==> src/rtl/mod_mul_seq.sv <==
// Bit-serial interleaved double-and-add modular multiplier, R = A*B mod P_MOD.
// Define MOD_MUL_RADIX4_EN to retire two multiplier bits per RUN cycle.
module mod_mul_seq #(
    parameter int               WIDTH = 256,
    parameter logic [WIDTH-1:0] P_MOD =
        256'hFFFFFFFFFFFFFFFFFFFFFFFFFFFFFFFFFFFFFFFFFFFFFFFFFFFFFFFEFFFFFC2F
) (
    input  logic             clk,
    input  logic             rst,
    input  logic             start,
    input  logic [WIDTH-1:0] A,
    input  logic [WIDTH-1:0] B,
    output logic             busy,
    output logic             done,
    output logic [WIDTH-1:0] R
);

    localparam int CW = $clog2(WIDTH);
    localparam logic [CW-1:0] CNT_INIT = CW'(WIDTH - 1);
`ifdef MOD_MUL_RADIX4_EN
    localparam logic [CW-1:0] CNT_STEP = CW'(2);
    localparam logic [CW-1:0] CNT_LAST = CW'(1);
`else
    localparam logic [CW-1:0] CNT_STEP = CW'(1);
    localparam logic [CW-1:0] CNT_LAST = CW'(0);
`endif

    typedef enum logic [1:0] {
        IDLE = 2'd0,
        LOAD = 2'd1,
        RUN  = 2'd2
    } state_t;

    state_t           state_q, state_d;
    logic [WIDTH-1:0] a_q, a_d;
    logic [WIDTH-1:0] b_q, b_d;
    logic [WIDTH-1:0] acc_q, acc_d;
    logic [WIDTH-1:0] r_q, r_d;
    logic [CW-1:0]    cnt_q, cnt_d;
    logic             busy_q, busy_d;
    logic             done_q, done_d;
    logic [WIDTH-1:0] step;
    logic [CW-1:0]    cnt_lo;

    // Both operands are < P_MOD, so every intermediate fits in WIDTH+1 bits.
    function automatic logic [WIDTH-1:0] dbl_add(
        input logic [WIDTH-1:0] acc,
        input logic [WIDTH-1:0] a,
        input logic             bit_i
    );
        logic [WIDTH:0] t;
        logic [WIDTH:0] u;
        t = {acc, 1'b0};
        if (t >= {1'b0, P_MOD}) t = t - {1'b0, P_MOD};
        u = bit_i ? t + {1'b0, a} : t;
        if (u >= {1'b0, P_MOD}) u = u - {1'b0, P_MOD};
        return u[WIDTH-1:0];
    endfunction

    always_comb begin
        cnt_lo = cnt_q - CW'(1);
`ifdef MOD_MUL_RADIX4_EN
        step = dbl_add(dbl_add(acc_q, a_q, b_q[cnt_q]), a_q, b_q[cnt_lo]);
`else
        step = dbl_add(acc_q, a_q, b_q[cnt_q]);
`endif
    end

    always_comb begin
        state_d = state_q;
        a_d     = a_q;
        b_d     = b_q;
        acc_d   = acc_q;
        r_d     = r_q;
        cnt_d   = cnt_q;
        busy_d  = busy_q;
        done_d  = 1'b0;
        unique case (state_q)
            IDLE: begin
                if (start) begin
                    a_d     = A;
                    b_d     = B;
                    busy_d  = 1'b1;
                    state_d = LOAD;
                end
            end
            LOAD: begin
                // A < 2^WIDTH < 2*P_MOD, so a single conditional subtract reduces it.
                if (a_q >= P_MOD) a_d = a_q - P_MOD;
                acc_d   = '0;
                cnt_d   = CNT_INIT;
                state_d = RUN;
            end
            RUN: begin
                acc_d = step;
                cnt_d = cnt_q - CNT_STEP;
                if (cnt_q == CNT_LAST) begin
                    r_d     = step;
                    done_d  = 1'b1;
                    busy_d  = 1'b0;
                    state_d = IDLE;
                end
            end
            default: state_d = IDLE;
        endcase
    end

    always_ff @(posedge clk) begin
        if (rst) begin
            state_q <= IDLE;
            a_q     <= '0;
            b_q     <= '0;
            acc_q   <= '0;
            r_q     <= '0;
            cnt_q   <= '0;
            busy_q  <= 1'b0;
            done_q  <= 1'b0;
        end else begin
            state_q <= state_d;
            a_q     <= a_d;
            b_q     <= b_d;
            acc_q   <= acc_d;
            r_q     <= r_d;
            cnt_q   <= cnt_d;
            busy_q  <= busy_d;
            done_q  <= done_d;
        end
    end

    assign busy = busy_q;
    assign done = done_q;
    assign R    = r_q;

endmodule

==> config.mk <==
export PLATFORM = sky130hd
export DESIGN_NAME = mod_mul_seq
export DESIGN_NICKNAME = d
export VERILOG_FILES = /design/src/rtl/mod_mul_seq.sv
export SDC_FILE = /design/constraint.sdc
export NUM_CORES = 2
export LEC_CHECK = 0
export BUFFER_PORTS_ARGS = -buffer_cell sky130_fd_sc_hd__buf_2
export CORE_MARGIN = 4
export CORE_UTILIZATION = 30
export DETAILED_ROUTE_END_ITERATION = 10
export PLACE_DENSITY = 0.51
export SLEW_MARGIN = 20
export SYNTH_ARGS = -nofsm -noshare
export SYNTH_HDL_FRONTEND = slang
export SYNTH_SLANG_ARGS = --single-unit
==> constraint.sdc <==
create_clock -name clk -period 16.8 [get_ports clk]
set_input_delay 1.68 -clock clk [delete_from_list [all_inputs] [get_ports clk]]
set_output_delay 1.68 -clock clk [all_outputs]
set_load 0.005 [all_outputs]
### After elaboration in Yosys (flattened, before gate mapping)

Cells that the tools add are included.

| storage, ports and cells | value |
|---|---|
| output and inout bits | 258 |
| bits in registers | 1,036 |

| cells by class | value |
|---|---|
| add/sub/neg operators | 5 |
| $lt $le $gt $ge | 4 |
| eq/ne operators | 5 |
| bitwise gates (word level) | 1 |
| reduce and logical (&&, ||, !) cells | 11 |
| mux-type cells | 17 |

Operators with widths:

| cell | count |
|---|---|
| $pmux 256 s2 | 2 |
| $mux 256 | 3 |
| $ge 257x256->1 const B | 2 |
| $mux 257 | 2 |
| $sub 256x256->256 const B | 2 |
| $add 257x256->257 | 1 |
| $sub 257x256->257 const B | 1 |
| $ge 256x256->1 const B | 1 |
| $pmux 8 s2 | 1 |
| $lt 8x9->1 const B | 1 |
| $bmux 1 s8 | 1 |
| $logic_not 8->1 | 1 |
| $sub 8x1->8 const B | 1 |
| $ne 2x2->1 const B | 3 |
| $pmux 2 s3 | 1 |
| $reduce_and 2->1 | 3 |
| $reduce_and 3->1 | 2 |
| $reduce_bool 2->1 | 3 |
| $mux 1 | 4 |
| $mux 2 | 2 |
| $eq 2x1->1 const B | 1 |
| $eq 2x2->1 const B | 1 |
| $logic_not 2->1 | 1 |
| $pmux 1 s2 | 1 |
| 2 further kinds | 2 |

### Logic depth before layout (Yosys ltp)

| logic depth | value |
|---|---|
| depth after elaboration | 7 |
| depth in mapped cells | 43 |

### Worst setup path after synthesis

No wires, ideal clock.

| path | value |
|---|---|
| path kind | register to register |
| start | register cnt_q[0] |
| end | register acc_q[114] |
| arrival | 9,228 ps |
| setup time | 117 ps |
| period minus slack after synthesis | 9,345 ps |
| slack | 7,455 ps |
| cell stages (with the launch flop) | 40 |
| buffers on the path | 17 |
| cells stage by stage | dfxtp_1 > buf_4 > buf_4 > buf_2 > mux4_2 > mux2i_1 > nor3_1 > a211oi_1 > nor3b_1 > nor3_1 > buf_2 > buf_2 > buf_2 > clkbuf_1 > clkbuf_1 > clkbuf_1 > clkbuf_1 > buf_1 > [... 4 more ...] > buf_1 > nand2_1 > nand2_1 > ha_1 > nand3_1 > nor3b_1 > o311ai_0 > o31ai_1 > nor3_1 > nor2_1 > or3_1 > clkbuf_1 > nand2b_1 > or4_1 > a2111oi_2 > nand4_1 > xnor2_1 > a22o_1 |

| on the way | value |
|---|---|
| longest elaborated chain between the ends | 6 |
| elaborated cells between the ends (all ways) | 7 |
| classes of those cells | add/sub (1); order compare (1); mux (5) |

Ends and longest elaborated chain:

| element | RTL line | text |
|---|---|---|
| start: declaration | 39 | `logic [CW-1:0] cnt_q, cnt_d;` |
| start signal: assignment | 124 | `cnt_q <= cnt_d;` |
| $bmux 1 s8 * | 65 | `step = dbl_add(acc_q, a_q, b_q[cnt_q]);` |
| $mux 1 (implied by the code) * | 65 |  |
| $mux 257 * | 55 | `u = bit_i ? t + {1'b0, a} : t;` |
| $sub 256x256->256 or $ge 257x256->1 (tied branches) | 56 | `if (u >= {1'b0, P_MOD}) u = u - {1'b0, P_MOD};` |
| $mux 256 * | 56 |  |
| $pmux 256 s2 * | 78 | `unique case (state_q)` |
| end signal: assignment | 113 | `acc_q <= '0;` |
| end signal: assignment | 122 | `acc_q <= acc_d;` |
| end: declaration | 37 | `logic [WIDTH-1:0] acc_q, acc_d;` |

Every way passes the cells marked *; elsewhere a longest branch is shown, timed or not. The select of a mux whose other input is x is not followed.
A chain may end at the register's enable or synchronous reset.

### Final worst setup path

| path | value |
|---|---|
| start | register acc_q[118] |
| end | register r_q[90], in the netlist R[90] |

| on the way | value |
|---|---|
| longest elaborated chain between the ends | 6 |
| elaborated cells between the ends (all ways) | 8 |
| classes of those cells | add/sub (3); order compare (2); mux (3) |

Ends and longest elaborated chain:

| element | RTL line | text |
|---|---|---|
| $sub 257x256->257 or $ge 257x256->1 (tied branches) | 54 | `if (t >= {1'b0, P_MOD}) t = t - {1'b0, P_MOD};` |
| $mux 257 * | 54 |  |
| $add 257x256->257 | 55 |  |
| $mux 257 * | 55 |  |
| $ge 257x256->1 or $sub 256x256->256 (tied branches) | 56 |  |
| $mux 256 * | 56 |  |
| end signal: assignment | 123 | `r_q <= r_d;` |
| end: declaration | 38 | `logic [WIDTH-1:0] r_q, r_d;` |

Every way passes the cells marked *; elsewhere a longest branch is shown, timed or not.

==> summary.txt <==
Status
  – Status: complete, no violations

Timing
  – RSZ-0062 raised after global routing: no
  – Fmax: 66.0 MHz
  – Endpoints failing hold: 0
  – Slew @ Worst Pin: 1.32 ns
  – Tcrit/Tclk final: 0.901
  – Final clock skew: 0.0618 ns
  – # setup viols final: 0
  – Max Slew Vio Count: 0
  – Max_slew headroom: 0.112
  – Final min period: 15.14 ns
  – Setup TNS: 0 ns

Placement
  – Port buffer count: 772
  – Post-DP Area: 94200 µm²
  – Post-DP HPWL: 495 mm
  – Gpl congestion: 1.07

Setup path
  – Crit path capture type: register
  – Crit path largest cell delay: 1.10 ns
  – Worst reg-to-reg setup slack: 1.66 ns
  – Reg2Reg Launch Point: acc_q[118]
  – CP max-delay cell: nor4_2
  – Cell mode on critical path: nand4_1
  – CP arrival: 15.90 ns
  – FF-to-FF path depth: 29
  – Crit path max fanout: 30
  – WP data required: 17.56 ns
  – FF-to-FF End: R[90]
  – Kind of critical path: register to register
  – Startpoint Class: register

Clock tree
  – CTS tree: built
  – Clock transition at the registers of the reported paths: 0.06 ns
  – Insertion delay to the later sink of the worst-skew pair: 0.88 ns
  – Max clock buf depth: 4
  – Clock buffer count from CTS: 134
  – CTS root buffer: clkbuf_16
  – Post_cts resized: 0
  – Setup Fix Bufs, Post-CTS: 0
  – H-tree levels: 4
  – Hold_buf cts: 0
  – Clock sink count: 1036

Logic synthesis
  – Synth area leaders: dfxtp_1 24%, nand2_1 9.5%, a21oi_1 8.3%, nor2_1 4.6%, ha_1 3.9%
  – Adder-Cell Fraction of Synth Area: 0.0390
  – Synth async-reset ratio: 0
  – Synth warn: 0
  – Avg Inst Size Synth: 6.96 µm²
  – Mux contribution to synthesized area: 0.0333
  – Syn Nets: 13200
  – Distinct cells, synth: 107
  – Complex-gate fraction of the synthesized area: 0.261
  – Biggest area consumer among synthesized cells: dfxtp_1
  – Post-synthesis simple-gate area fraction: 0.321
  – Commonest cells in the netlist: 2200 x nand2_1, 1430 x a21oi_1, 1049 x nor2_1
  – Mapped Cells: 12400
  – Sequential share of the synthesized area: 0.240
  – Largest family of logic cells by synthesized area: simple AND/OR/NAND/NOR gates
  – Post-synth EDFFs: 0
  – Most common cell in the netlist: nand2_1
  – Synth Flop Type: dfxtp_1
  – Xor and xnor area share after synthesis: 0.0639
  – Cell Area, Synth: 86500 µm²
  – Seq cells post-synth: 1036
  – Post-synth top area share: 0.240

Floorplan
  – Core Box Area: 286000 µm²
  – Die height: 545 µm
  – Row count: 196
  – Die ar.: 297000 µm²
  – Io pins: 773
  – Initial core utilization: 0.302
  – Die width: 545 µm

Detailed routing
  – ANT nets after route: 0
  – Per-cell routed wire length: 35.5 µm
  – DR iter-0 viols: 10700
  – First-pass DRT Iterations: 10
  – Via count: 104000
  – Wirelength, routed: 594 mm
  – # DRC: 0
  – Drt via density: 6.22

Power and ir drop
  – Pleak: 0.0351 µW
  – Total Power: 11800 µW
  – Sequential share of power: 0.283
  – Switching Fraction: 0.494
  – Clk pwr share: 0.260
  – Max VDD drop: 0.170 mV
  – Pwr per Cell Area: 119 nW/µm²
  – Comb power frac: 0.458
  – NetSw: 5820 µW
  – Int Pwr: 5960 µW

Final layout
  – Area growth syn-to-layout: 14.4%
  – Area of the multi-input gates: 62400 µm²
  – Share of layout cells above drive strength 1: 0.120
  – Post-route cell area: 98900 µm²
  – Final #Nets: 13600
  – Final-layout fill cell count: 31800
  – Sequential standard cell area: 20700 µm²

Job
  – Max-Cap Viols: 0

Global route
  – Grt total ovfl: 0
  – Antenna violations before repair: 93
  – Largest net degree at the start of global routing: 257
  – Vias in the first global route: 99300
  – First-pass GRT wire length: 803 mm
  – All-Layer GR Usage: 0.382

Min path
  – Hold Crit Start: R[26]
  – Tightest Hold Check Type: register to register
  – Hold EP: R[26]
  – Hold-critical path depth: 2
==> power groups by stage <==
stage / clock, µW / combinational (µW) / sequential (µW)
after global placement: 0 / 5290 / 3360
after CTS: 3110 / 5290 / 3310
after global routing: 3190 / 5640 / 3330
final: 3060 / 5390 / 3330
after floorplan: 0 / 3320 / 3010
after detailed placement: 0 / 5280 / 3370
==> area by class of cell <==
| class | instances | share of cell area |
|---|---|---|
| multi-input combinational | 10500 | 0.631 |
| sequential | 1036 | 0.210 |
| timing repair buffer | 1002 | 0.0577 |
| tap | 3762 | 0.0476 |
| clock buffer | 181 | 0.0387 |
| clock inverter | 55 | 0.00699 |
| inverter | 181 | 0.00692 |
| antenna | 50 | 0.00126 |
==> worst max path at each step <==
stage	from	to	slack (ns)	cells after the start
finish	acc_q[118]	R[90]	1.66	29
global route	acc_q[118]	R[223]	1.60	31
CTS	acc_q[118]	R[223]	2.38	30
detailed placement	acc_q[118]	R[223]	2.47	30
global placement	acc_q[118]	R[0]	2.21	29
floorplan	cnt_q[0]	acc_q[114]	7.45	39
==> cell usage in the layout, fill, tap and decap left out, types with 111 or more instances in the layout <==
cell type	count
a21oi_1	1426
a22o_1	212
a22oi_1	134
and2_1	130
and3_1	167
buf_2	771
buf_4	221
clkbuf_16	135
dfxtp_1	1033
ha_1	267
inv_1	176
mux2i_1	129
nand2_1	2199
nand3_1	473
nand4_1	438
nor2_1	1042
nor3_1	410
nor4_1	262
o21ai_0	623
or3_1	111
xnor2_1	352
xor2_1	266
==> worst max-delay path, delay by kind of cell, from the launching register on <==
family                   cells  cell delay, ns
adder cells (fa/ha/maj)      1            0.51
AND/OR/NAND/NOR             14            6.92
buffers and inverters        2            0.71
flip-flops                   1            0.44
AO/OA/AOI/OAI               10            5.20
XOR/XNOR                     2            1.16
==> sequential cells by signal (all words and copies together), names as in the netlist <==
register / cells
a_q: 256
cnt_q: 8
busy: 1
state_q: 2
done: 1
R: 256
b_q: 256
acc_q: 256
==> metrics by stage <==
stage                util  worst slack (ns)  std cells  hold WS, ns
floorplan               -              7.45      12400        0.432
global placement    0.329              2.21      16400        0.441
detailed placement  0.329              2.47      16400        0.443
CTS                 0.345              2.38      16700        0.451
global route        0.346              1.60      16700        0.465
finish              0.346              1.66      16700        0.449
==> cells by family (layout without fill, tap and decap cells) <==
group	after synthesis	in the layout
xor+xnor	631	631
simple gates	5773	5773
flops	1036	1036
compound gates	3563	3563
mux	218	218
other cells	0	50
buf+inv	934	1419
fa+ha+maj	269	269
==> metal layers <==
metal | global-route usage | wire [µm]
met5 | 0 | 321
met4 | 0.383 | 72500
met3 | 0.0629 | 38200
met2 | 0.623 | 270000
met1 | 0.414 | 213000
Power figures use the tool's default switching activity.
